==> src/rtl/sev_seg_pkg.sv <==
// Shared types, glyph table and hex-to-segment helper for the seven-segment scan driver.
package sev_seg_pkg;

  typedef logic [6:0] seg_t;

  localparam int unsigned NIBBLE_W  = 4;
  localparam int unsigned GLYPH_NUM = 16;
  localparam int unsigned FIRST_HEX = 10;

  localparam seg_t SEG_BLANK = 7'b1111111;

  // Active-low segments, bit 6 = segment A down to bit 0 = segment G
  localparam seg_t GLYPHS [GLYPH_NUM] = '{
    7'b0000001,  // 0
    7'b1001111,  // 1
    7'b0010010,  // 2
    7'b0000110,  // 3
    7'b1001100,  // 4
    7'b0100100,  // 5
    7'b0100000,  // 6
    7'b0001111,  // 7
    7'b0000000,  // 8
    7'b0000100,  // 9
    7'b0001000,  // A
    7'b1100000,  // b
    7'b0110001,  // C
    7'b1000010,  // d
    7'b0110000,  // E
    7'b0111000   // F
  };

  function automatic seg_t hex_to_seg(input logic [NIBBLE_W-1:0] value,
                                      input logic                hex_en);
    seg_t result;
    result = GLYPHS[value];
    if (!hex_en && (value >= NIBBLE_W'(FIRST_HEX))) begin
      result = SEG_BLANK;
    end
    return result;
  endfunction

endpackage

==> src/rtl/sev_seg_hex_decode.sv <==
// Combinational nibble-to-glyph decoder with a blanking override for suppressed digits.
module sev_seg_hex_decode
  import sev_seg_pkg::*;
#(
  parameter bit HEX_EN = 1'b1
) (
  input  logic [NIBBLE_W-1:0] i_value,
  input  logic                i_suppress,
  output seg_t                o_seg_c
);

  seg_t w_glyph;

  always_comb begin
    w_glyph = hex_to_seg(i_value, HEX_EN);
    o_seg_c = w_glyph;
    if (i_suppress) begin
      o_seg_c = SEG_BLANK;
    end
  end

endmodule

==> src/rtl/sev_seg_scan.sv <==
// Time-multiplexed N-digit seven-segment driver: shadow registers, slot prescaler,
// round-robin digit index, leading-zero suppression and registered pin outputs.
module sev_seg_scan
  import sev_seg_pkg::*;
#(
  parameter int unsigned DIGITS       = 4,
  parameter int unsigned CLK_DIV      = 50000,
  parameter int unsigned BLANK_CYCLES = 16,
  parameter bit          HEX_EN       = 1'b1
) (
  input  logic                         clk,
  input  logic                         rst,
  input  logic [NIBBLE_W*DIGITS-1:0]   data,
  input  logic [DIGITS-1:0]            dp_in,
  input  logic                         load,
  input  logic                         lz_en,
  output logic [6:0]                   seg,
  output logic                         dp,
  output logic [DIGITS-1:0]            an
);

  localparam int unsigned CNT_W  = $clog2(CLK_DIV);
  localparam int unsigned IDX_W  = (DIGITS > 1) ? $clog2(DIGITS) : 1;
  localparam int unsigned DATA_W = NIBBLE_W * DIGITS;

  // Elaboration-time parameter sanity
  if (DIGITS < 1) begin : g_bad_digits
    $error("sev_seg_scan: DIGITS must be >= 1");
  end
  if (CLK_DIV < 2) begin : g_bad_div
    $error("sev_seg_scan: CLK_DIV must be >= 2");
  end
  if (BLANK_CYCLES >= CLK_DIV) begin : g_bad_blank
    $error("sev_seg_scan: BLANK_CYCLES must be < CLK_DIV");
  end

  logic [DATA_W-1:0]   r_data;
  logic [DIGITS-1:0]   r_dp;
  logic [CNT_W-1:0]    r_cnt;
  logic [IDX_W-1:0]    r_idx;

  logic [CNT_W-1:0]    w_cnt_nxt;
  logic [IDX_W-1:0]    w_idx_nxt;
  logic                w_slot_end;
  logic                w_blank;
  logic [NIBBLE_W-1:0] w_nibble;
  logic                w_dp_sel;
  logic                w_upper_zero_sel;
  logic [DIGITS-1:0]   w_upper_zero;
  logic                w_suppress;
  logic [DIGITS-1:0]   w_an_sel;
  seg_t                w_glyph;

  seg_t                w_seg_nxt;
  logic                w_dp_nxt;
  logic [DIGITS-1:0]   w_an_nxt;

  // Prescaler and round-robin digit index
  always_comb begin
    w_slot_end = (r_cnt == CNT_W'(CLK_DIV - 1));
    w_cnt_nxt  = r_cnt + CNT_W'(1);
    w_idx_nxt  = r_idx;
    if (w_slot_end) begin
      w_cnt_nxt = '0;
      if (r_idx == IDX_W'(DIGITS - 1)) begin
        w_idx_nxt = '0;
      end else begin
        w_idx_nxt = r_idx + IDX_W'(1);
      end
    end
  end

  if (BLANK_CYCLES == 0) begin : g_no_blank
    assign w_blank = 1'b0;
  end else begin : g_blank
    assign w_blank = (r_cnt < CNT_W'(BLANK_CYCLES));
  end

  // Leading-zero chain: bit i set when digits i..DIGITS-1 are all zero
  always_comb begin
    w_upper_zero             = '0;
    w_upper_zero[DIGITS-1]   = (r_data[DATA_W-1 -: NIBBLE_W] == '0);
    for (int i = int'(DIGITS) - 2; i >= 0; i--) begin
      w_upper_zero[i] = w_upper_zero[i+1] & (r_data[NIBBLE_W*i +: NIBBLE_W] == '0);
    end
  end

  // Select the active digit's nibble, dp and zero flag; build the one-cold enable
  always_comb begin
    w_nibble         = '0;
    w_dp_sel         = 1'b0;
    w_upper_zero_sel = 1'b0;
    w_an_sel         = '1;
    for (int unsigned i = 0; i < DIGITS; i++) begin
      if (r_idx == IDX_W'(i)) begin
        w_nibble         = r_data[NIBBLE_W*i +: NIBBLE_W];
        w_dp_sel         = r_dp[i];
        w_upper_zero_sel = w_upper_zero[i];
        w_an_sel[i]      = 1'b0;
      end
    end
  end

  // Digit 0 always shows its value, even when everything above it is zero
  assign w_suppress = lz_en & (r_idx != '0) & w_upper_zero_sel;

  sev_seg_hex_decode #(
    .HEX_EN (HEX_EN)
  ) u_decode (
    .i_value    (w_nibble),
    .i_suppress (w_suppress),
    .o_seg_c    (w_glyph)
  );

  always_comb begin
    w_seg_nxt = SEG_BLANK;
    w_dp_nxt  = 1'b1;
    w_an_nxt  = '1;
    if (!w_blank) begin
      w_seg_nxt = w_glyph;
      w_dp_nxt  = ~w_dp_sel;
      w_an_nxt  = w_an_sel;
    end
  end

  always_ff @(posedge clk) begin
    if (rst) begin
      r_data <= '0;
      r_dp   <= '0;
      r_cnt  <= '0;
      r_idx  <= '0;
      seg    <= SEG_BLANK;
      dp     <= 1'b1;
      an     <= '1;
    end else begin
      r_cnt <= w_cnt_nxt;
      r_idx <= w_idx_nxt;
      if (load) begin
        r_data <= data;
        r_dp   <= dp_in;
      end
      seg <= w_seg_nxt;
      dp  <= w_dp_nxt;
      an  <= w_an_nxt;
    end
  end

endmodule
==> config.mk <==
export PLATFORM = sky130hd
export DESIGN_NAME = sev_seg_scan
export DESIGN_NICKNAME = d
export VERILOG_FILES = /design/src/rtl/sev_seg_pkg.sv /design/src/rtl/sev_seg_hex_decode.sv /design/src/rtl/sev_seg_scan.sv
export SDC_FILE = /design/constraint.sdc
export NUM_CORES = 1
export LEC_CHECK = 0
export ABC_CLOCK_PERIOD_IN_PS = 4300
export BUFFER_PORTS_ARGS = -buffer_cell sky130_fd_sc_hd__buf_2
export CAP_MARGIN = 5
export CORE_ASPECT_RATIO = 2
export CORE_MARGIN = 2
export CORE_UTILIZATION = 35
export CTS_CLUSTER_SIZE = 24
export DETAILED_ROUTE_END_ITERATION = 10
export GPL_TIMING_DRIVEN = 0
export PLACE_DENSITY = 0.58
export REMOVE_ABC_BUFFERS = 1
export SETUP_SLACK_MARGIN = 0.1
export SLEW_MARGIN = 10
export SYNTH_ARGS = -nofsm -noshare
export SYNTH_HDL_FRONTEND = slang
export SYNTH_SLANG_ARGS = --single-unit
==> constraint.sdc <==
create_clock -name clk -period 4.3 [get_ports clk]
set_input_delay 0.86 -clock clk [delete_from_list [all_inputs] [get_ports clk]]
set_output_delay 0.86 -clock clk [all_outputs]
set_load 0.1 [all_outputs]
Word level (Yosys, flattened, before mapping)
Memory sizes are Yosys's and may differ from the RTL's. A register that Yosys moved wholly into a read port is not among the register bits. Index checks and enable logic that the tools add are counted.

Output and inout port bits: 12. Memory bits (read-only): 112. Memories kept: 1. Register bits after elaboration: 43. Bits of input ports: 24.

Memory list: (name not given) (depth 16, bits a word 7, rd ports 1, clocked after Yosys merged registers in 1, write ports 0, line sev_seg_pkg.sv:35) `result = GLYPHS[value];`.

Equal/unequal tests: 4. Reductions and logical operators: 9. Order comparisons: 1. Muxes and demuxes: 17. Bitwise gates (word level): 7. Add/subtract/negate cells: 2.

Operators by type and width (number): adder 16 x 1 -> 16 bit (second input constant) (1); equality test 16 bit (second input constant) (1); logical NOT 4 bit (4); less-than comparator 16 x 5 -> 1 bit (second input constant) (1); two-way mux 4 bit (4); two-way mux 1 bit (12); bitwise AND 1 bit (5); inverter 4 -> 5 bit (1); equality test 2 bit (second input constant) (2); OR reduction 2 bit (2); OR reduction 3 bit (1); adder 2 x 1 -> 2 bit (second input constant) (1); equality test 2 x 1 -> 1 bit (second input constant) (1); logical NOT 2 bit (1); two-way mux 2 bit (1); nonzero test 2 bit (1); inverter 1 bit (1).

Depth between registers and ports, before layout
Gate-level depths: netlist (run 1).

Depth after elaboration: 10. Mapped depth: 11. Gate-level depth less buffers: 10.

Hierarchy
From an unflattened synthesis (run 1), not the netlist that was laid out.

Cells, all modules: 262. Area, all modules: 2387.3 um^2.

By module, submodules not included: sev_seg_scan (times used 1, area an instance 2088.3 um^2, sequential area each 1001.0 um^2, cells an instance 227); sev_seg_hex_decode (times used 1, area an instance 299.0 um^2, sequential area each 0.0 um^2, cells an instance 35).

Worst setup path after synthesis (run 1)
OpenSTA, ideal clock, no wires.

Path type: reg-to-reg. Start: register r_idx[1]. End: register seg[6]. Period minus slack after synthesis: 2127 ps. Setup slack: 2173 ps. Required time: 4180 ps. Data arrival time: 2007 ps. Library setup time: 120 ps. Path buffers: 1. Stages on the path, launching flop included: 11. Cells stage by stage: dfxtp_1 > inv_1 > ha_1 > buf_6 > nand3b_1 > a31oi_2 > inv_1 > ha_1 > or3_1 > o21ai_0 > o21ai_1.

Longest elaborated chain between the ends: 7. Elaborated cells on any way between the ends: 17. Classes of those cells: 3 x eq/ne; 8 x mux; 3 x bitwise; 3 x reduce/logical.

RTL lines: start: declaration (line sev_seg_scan.sv:40) `logic [IDX_W-1:0] r_idx;`; start signal: assignment (line sev_seg_scan.sv:137) `r_idx <= w_idx_nxt;`; logical NOT 2 bit (line sev_seg_scan.sv:95) `if (r_idx == IDX_W'(i)) begin`; two-way mux 1 bit (4 in a row) (line sev_seg_scan.sv:95); bitwise AND 1 bit (line sev_seg_scan.sv:105) `assign w_suppress = lz_en & (r_idx != '0) & w_upper_zero_sel;`; OR reduction 3 bit (no line); end: declaration (line sev_seg_scan.sv:17) `output logic [6:0] seg,`.

Parallel ways exist; a longest one is shown, timed or not. A chain may end at the register's enable or synchronous reset.

Worst setup path after layout (run 1)
Ends and elaborated chain as after synthesis.

==> flow_results.org, run 1 <==
** Timing
- In the finished design, the share of the clock period the worst path needs comes to 55.8%.
- Setup repair after global routing missed its margin :: false
- Worst-case clock skew :: 0.00873 ns
- Setup violations remaining at the end of the flow were counted as 0.
- The final-report max-slew violation count was 0.
- For the final routed database, the setup TNS stands at 0 ns.
- For this run, the top clock speed supported by timing is 416 MHz.
- Final hold vios :: 0
- Post-layout minimum cycle time :: 2.40 ns
- At the pin with the least slew margin, the transition time is 0.793 ns.
- Slew margin rel. :: 47.2%

** Routing
- In this run the remaining antenna-violating nets after routing total 0.
- In the routed layout, each cell is associated on average with a via count of 4.85.
- After detailed routing, the total wire length is 4760 um.
- Detailed routing inserted a total of 1795 vias.
- Routed wire length per instance :: 12.9 um
- DR pass1 iterations :: 4
- After detailed routing, the number of remaining DRC violations is 0.
- Starting DRT DRC Count :: 54

** Finish
- # diodes :: 0
- Most frequent cells in the layout :: 50 x dfxtp_1, 42 x nor2_1, 35 x buf_2, 26 x nand2_1, 23 x mux2i_1
- The post-route netlist has 18.0% of its cells at a drive strength greater than 1.
- NumNets Final :: 318
- The library cell used most frequently in the layout, excluding fill and tap cells, is dfxtp_1.
- Relative to the synthesized area, the layout overhead comes to 16.2%.
- Final Instance Count excl. Fillers :: 370

** Global route
- The number of antenna violations at the first check in global routing was 0.
- Via count of the first global-routing pass :: 1813
- The first global-routing pass estimated 8140 um of wire.
- Global routing used 14.9% of the available tracks.
- After global routing the overflow that remains totals 0.
- Maximum number of pins on one net before global-route repair :: 26

** Clock tree
- Worst skew pair latency :: 0.29 ns
- Post-cts gate resize count :: 0
- TritonCTS built the clock tree.
- Number of buffers inserted by hold repair at cts :: 0
- Post-CTS timing repair inserted 0 buffers for setup.
- The H-tree was split into 2 levels.
- No sink is reached through more buffers than the 2 on the longest clock path.
- The clock net in this run drives a total of 50 sinks.
- In this run the clock root is driven by a clkbuf_16.
- Clock-pin slew reported for the worst setup and hold paths after clock tree synthesis :: 0.07 ns
- Number of buffers created by CTS :: 5

** Placement
- Placer Congestion :: 0.846
- Detailed placement finished with a half-perimeter wire length of 3710 um.
- Number of placed instances with taps included :: 362
- Buffers added on ports :: 35

** Synth
- In the synthesized netlist, mux cells make up 9.99% of the area.
- Register area share after synthesis :: 43.4%
- Count of yosys warnings during synthesis :: 0
- For this run, the leading register cell type out of synthesis is dfxtp_1.
- Combined area of all synthesized cells :: 2300 um2
- After synthesis, the share of flip-flops with an asynchronous set or reset is 0%.
- Post-synthesis register bit count :: 50
- Dominant combinational cell family by area after synthesis :: simple AND/OR/NAND/NOR gates
- The average instance in the mapped netlist occupies 9.18 um2.
- In this run, synthesis inferred 0 flip-flops with an integrated enable.
- Xor and xnor fraction of the mapped netlist area :: 5.32%
- Simple-gate portion of the synthesized area :: 23.6%
- The synthesized netlist devotes 7.93% of its cell area to compound gates.
- Yosys mapped the design onto 44 distinct sky130hd cell types.
- Number of instances in the synthesized netlist :: 251
- Share of synthesized cell area in full adder, half adder and majority cells :: 5.97%

** Pwr
- The completed layout was analyzed and its total power is 962 uW.
- Ratio of total power to cell area :: 359 nW/um2
- Leak pwr :: 0.00110 uW
- Across the VDD grid, the largest voltage drop is 0.170 mV.

** Critical path
- Worst Path Class, Setup :: flop to flop
- Largest fanout of any net on the critical path :: 12
- Critical path data required time :: 4.47 ns
- STA classifies the critical path endpoint as a flop.
- STA classifies the critical path startpoint as a flop.
- Critical path data arrival time :: 2.58 ns

** Floorplan
- After floorplanning, the core was divided into 41 placement rows.
- The die covers 7290 um2.
- In this run the count of I/O pins placed on the die edge is 36.
- Area inside the core boundary :: 6360 um2
- Once the floorplan was initialized, standard cells occupied 36.2% of the core.
- Die width :: 61.4 um
- Chip height :: 119 um

** Job
- Max_cap viols :: 0

** Hold path
- Worst hold path type :: flop to flop

** Run status
- The run finished with clean final reports.
## worst paths after layout
path	from	to	slack, ns	depth (start not counted)
worst min-delay path	r_cnt[0]$_SDFF_PP0_	r_cnt[0]$_SDFF_PP0_	0.44	1
worst max-delay path	r_idx[1]$_SDFFE_PP0P_	seg[6]$_SDFF_PP1_	1.90	9
worst max register to register	r_idx[1]$_SDFFE_PP0P_	seg[6]$_SDFF_PP1_	1.90	9
worst min register to register	r_cnt[0]$_SDFF_PP0_	r_cnt[0]$_SDFF_PP0_	0.44	1
## through the flow
| step | hold slack (ns) | utilization (%) | area (um2) | setup slack (ns) |
|---|---|---|---|---|
| global placement | 0.428 | 39.7 | 2520 | 1.94 |
| finish | 0.444 | 42.1 | 2680 | 1.90 |
| CTS | 0.450 | 42.1 | 2680 | 1.88 |
| global route | 0.452 | 42.1 | 2680 | 1.69 |
| floorplan | 0.418 | - | 2240 | 2.20 |
| detailed placement | 0.435 | 39.7 | 2520 | 1.90 |
## kinds of logic (layout without fill, tap and decap cells)
logic type / Yosys count / after routing
AND/OR/NAND/NOR: 112 / 112
flip-flops: 50 / 50
AO/OA/AOI/OAI: 25 / 25
multiplexers: 23 / 23
buffers and inverters: 16 / 49
XOR/XNOR: 14 / 14
adder cells (fa/ha/maj): 11 / 11
## state kept, by name (all words and copies together), names as in the netlist
| signal | cells |
|---|---|
| r_cnt | 16 |
| r_data | 16 |
| dp | 1 |
| an | 4 |
| r_idx | 2 |
| seg | 7 |
| r_dp | 4 |
## per-layer routing
layer  GRT usage [%]  vias to the layer above  part of all wire [%]
met2            27.1                       33                    58
met1            14.0                      824                    35
met3            3.94                       11                   4.2
met5               0                        -                     0
met4            7.85                        0                   3.1
li1                -                      927                     -
## power by group
group | internal, uW | switching [uW]
clock network | 234 | 173
registers | 477 | 9.69
logic | 31.8 | 37.1
## synth_stat cells, drive strengths merged, types with 2 or more instances
master | n | area share (%)
a211o | 2 | 0.76
mux2i | 23 | 10
clkbuf | 5 | 0.81
or3 | 2 | 0.54
and3 | 8 | 2.2
nand3b | 4 | 1.3
xor2 | 8 | 3.0
a31oi | 2 | 0.81
nand2 | 26 | 4.2
nor4 | 2 | 0.54
a21oi | 4 | 0.87
nand4 | 2 | 0.54
xnor2 | 6 | 2.3
nor3 | 3 | 0.65
dfxtp | 50 | 43
and2 | 3 | 0.87
nor2b | 3 | 1.1
a211oi | 3 | 0.98
nand3 | 7 | 1.5
inv | 6 | 0.98
nor3b | 2 | 0.65
ha | 11 | 6.0
buf | 5 | 2.0
nand2b | 2 | 0.54
a311oi | 2 | 1.0
nor2 | 45 | 7.7
o21ai | 7 | 1.5
## cell type report
| type | instances | area, um2 |
|---|---|---|
| flip-flops and latches | 50 | 1000 |
| clock inverters | 2 | 16.3 |
| repair buffers | 35 | 175 |
| inverters | 6 | 22.5 |
| multi-input cells | 185 | 1220 |
| clock buffers | 6 | 139 |
| well taps | 86 | 108 |
| fillers | 670 | 3680 |
## worst max-delay path: stages, from the launching register on
cell,delay (ns)
dfxtp_1,0.38
inv_1,0.08
ha_1,0.31
nand3b_1,0.23
a31oi_2,0.33
inv_1,0.18
ha_1,0.25
or3_1,0.36
o21ai_0,0.07
o21ai_1,0.08
Power figures use the tool's default switching activity.
==> inputs of run 2 (changes only) <==
- ABC_CLOCK_PERIOD_IN_PS: 4300 -> 2200
- PLACE_DENSITY: 0.58 -> 0.6
- clock period: 4.3 -> 2.2 ns (I/O delays scaled with it)
==> flow_results.org, run 2 (same netlist as run 1, synthesis figures left out) <==
** Run status
- The run finished with clean final reports.

** Pwr
- For this design the ratio of total power to cell area is 662 nW/um2.
- For this design the static power due to leakage is 0.00116 uW.
- Maximum vdd drop :: 0.419 mV
- The design draws 1890 uW.

** Finish
- Excluding fillers, the count of instances in the completed layout stands at 378.
- The top cell types in the final layout, fill and taps aside, are 48 x dfxtp_1, 42 x nor2_1, 35 x buf_2, 25 x nand2_1, 22 x mux2i_1.
- The area growth from synthesis to layout is 23.7%.
- In the final layout, the multi-input gates occupy 1320 um2.
- Most frequent standard cell in the layout excluding fill and tap cells :: dfxtp_1
- The repair_antennas step left the layout with diodes totalling 0.
- Fraction of final layout cells sized beyond drive strength 1 :: 25.3%
- Registers take 1010 um2.
- Fill count :: 656
- NumNets Final :: 326
- The largest registers in the layout are r_cnt: 16 flops, r_data: 16 flops, seg: 7 flops.

** Floorplan
- 36 I/O pins were placed.
- Starting density of the core :: 36.2%
- Area inside the core boundary :: 6360 um2
- In this run the vertical extent of the chip is 119 um.
- The die covers 7290 um2.
- Number of rows created at floorplan :: 41
- In this run the horizontal extent of the chip is 61.4 um.

** Clock tree
- Clock-pin slew reported for the worst setup and hold paths after clock tree synthesis :: 0.07 ns
- Clk Tree Root Cell :: clkbuf_16
- Clock tree from TritonCTS :: built
- The longest clock path from root to sink contains 2 buffers.
- The H-tree generated during clock tree synthesis spans 2 levels.
- Worst skew pair latency :: 0.29 ns
- Counting every sink on the clock net gives 50.
- Number of buffers created by CTS :: 5

** Timing
- Setup repair after global routing left no endpoint under its margin.
- Worst-case clock skew :: 0.00676 ns
- Setup violations remaining at the end of the flow were counted as 0.
- Maximum clock frequency :: 496 MHz
- Final critical-path share of the clock period :: 91.6%
- Final-report max-slew violation count :: 0
- The hold violation count in the final report was 0.
- For the pin with the worst max-slew slack, the measured transition is 0.658 ns.
- The worst path needs 2.02 ns of the cycle, external delays included.
- The worst pin sits at a relative slew slack of 55.9%.

** Global route
- Aggregate global-route resource usage :: 14.3%
- The first global-routing pass estimated 7870 um of wire.
- Entering global routing, the biggest net connects 26 pins.
- Summed over all layers, the global routing overflow is 0.
- Antenna violations before repair :: 0
- Via count of the first global-routing pass :: 1774

** Placement
- Buffers added on ports :: 35
- Detailed placement ended at an HPWL of 3480 um.
- The number of placed instances, taps included, is 362.
- Routability-driven placement finished with a final weighted congestion of 0.839.

** Hold path
- Worst hold path type :: input port to flop

** Critical path
- At the worst endpoint, the arrival time is 2.20 ns.
- The worst setup path is of the flop to flop kind.
- Critical path data required time :: 2.38 ns
- Largest fanout of any net on the critical path :: 6
- The worst setup path is launched from a flop.
- Kind of end point of the critical path :: flop

** Routing
- Wires add up to 4830 um.
- Ratio of routed vias to standard cells :: 4.77
- Post-DRT Antenna Nets :: 0
- Starting DRT DRC Count :: 31
- Routed wire length per instance :: 12.8 um
- The first TritonRoute pass finished after 4 iterations.
- Summing over every cut layer, the via total after detailed routing is 1804.
- For this run, design rule violations remaining after detail routing come to 0.

** Job
- Max_cap viols :: 0
## run 2: cell count changes in the layout (fill, tap and decap cells not counted), sizes merged
cell      delta
inv          -1
buf          +8
clkinv       +2
clkinvlp     -1
## run 2: timing repair
action / 4_1_cts / 5_1_grt
cloned: 0 / 0
pin swaps: 2 / 5
gates resized for setup: 11 / 15
buffers inserted: 3 / 5
hold buffers: 0 / 0
setup endpoints to repair: 7 / 7
## run 2: report_power, final
group	switching (uW)	internal (uW)
Clock	340	456
Sequential	19.7	929
Combinational	76.0	67.2
Total	436	1450
## run 2: area by class of cell
type | instances | area share (%)
Clock inverter | 2 | 0.614
Timing Repair Buffer | 43 | 8.25
Sequential cell | 50 | 35.4
Multi-Input combinational cell | 185 | 46.2
Tap cell | 86 | 3.77
Clock buffer | 6 | 4.87
Inverter | 6 | 0.878
## run 2: layer usage
| metal | track usage (%) | wire length [um] |
|---|---|---|
| met1 | 14.1 | 1770 |
| met2 | 25.8 | 2760 |
| met3 | 4.60 | 178 |
| met4 | 5.85 | 114 |
| met5 | 0 | 0 |
## run 2: critical path, cell delays in order, from the launching register on
cell and delay (ns):
dfxtp_4 0.40, inv_4 0.06, ha_4 0.18, nor2_4 0.10
buf_4 0.16, a31oi_4 0.10, buf_4 0.16, ha_1 0.25
nor2_2 0.14, a211oi_1 0.07, a211o_1 0.29
## run 2: worst paths after layout
| check | from | to | slack [ns] | cells after the start |
|---|---|---|---|---|
| worst max-delay path | r_idx[0]$_SDFFE_PP0P_ | seg[0]$_SDFF_PP1_ | 0.18 | 10 |
| worst min register to register | r_cnt[0]$_SDFF_PP0_ | r_cnt[0]$_SDFF_PP0_ | 0.44 | 1 |
| worst min-delay path | dp_in[1] | r_dp[1]$_SDFFE_PP0P_ | 0.39 | 3 |
| worst max register to register | r_idx[0]$_SDFFE_PP0P_ | seg[0]$_SDFF_PP1_ | 0.18 | 10 |
## run 2: stage by stage
stage	hold slack [ns]	cell area [um2]	utilization [%]	TNS, ns	setup slack, ns
after global routing	0.392	2850	44.8	0	0.0716
after CTS	0.380	2760	43.4	0	0.0798
after floorplan	0.418	2240	-	0	0.104
final	0.386	2850	44.8	0	0.185
after global placement	0.428	2520	39.7	-0.391	-0.107
after detailed placement	0.436	2520	39.7	-0.651	-0.176
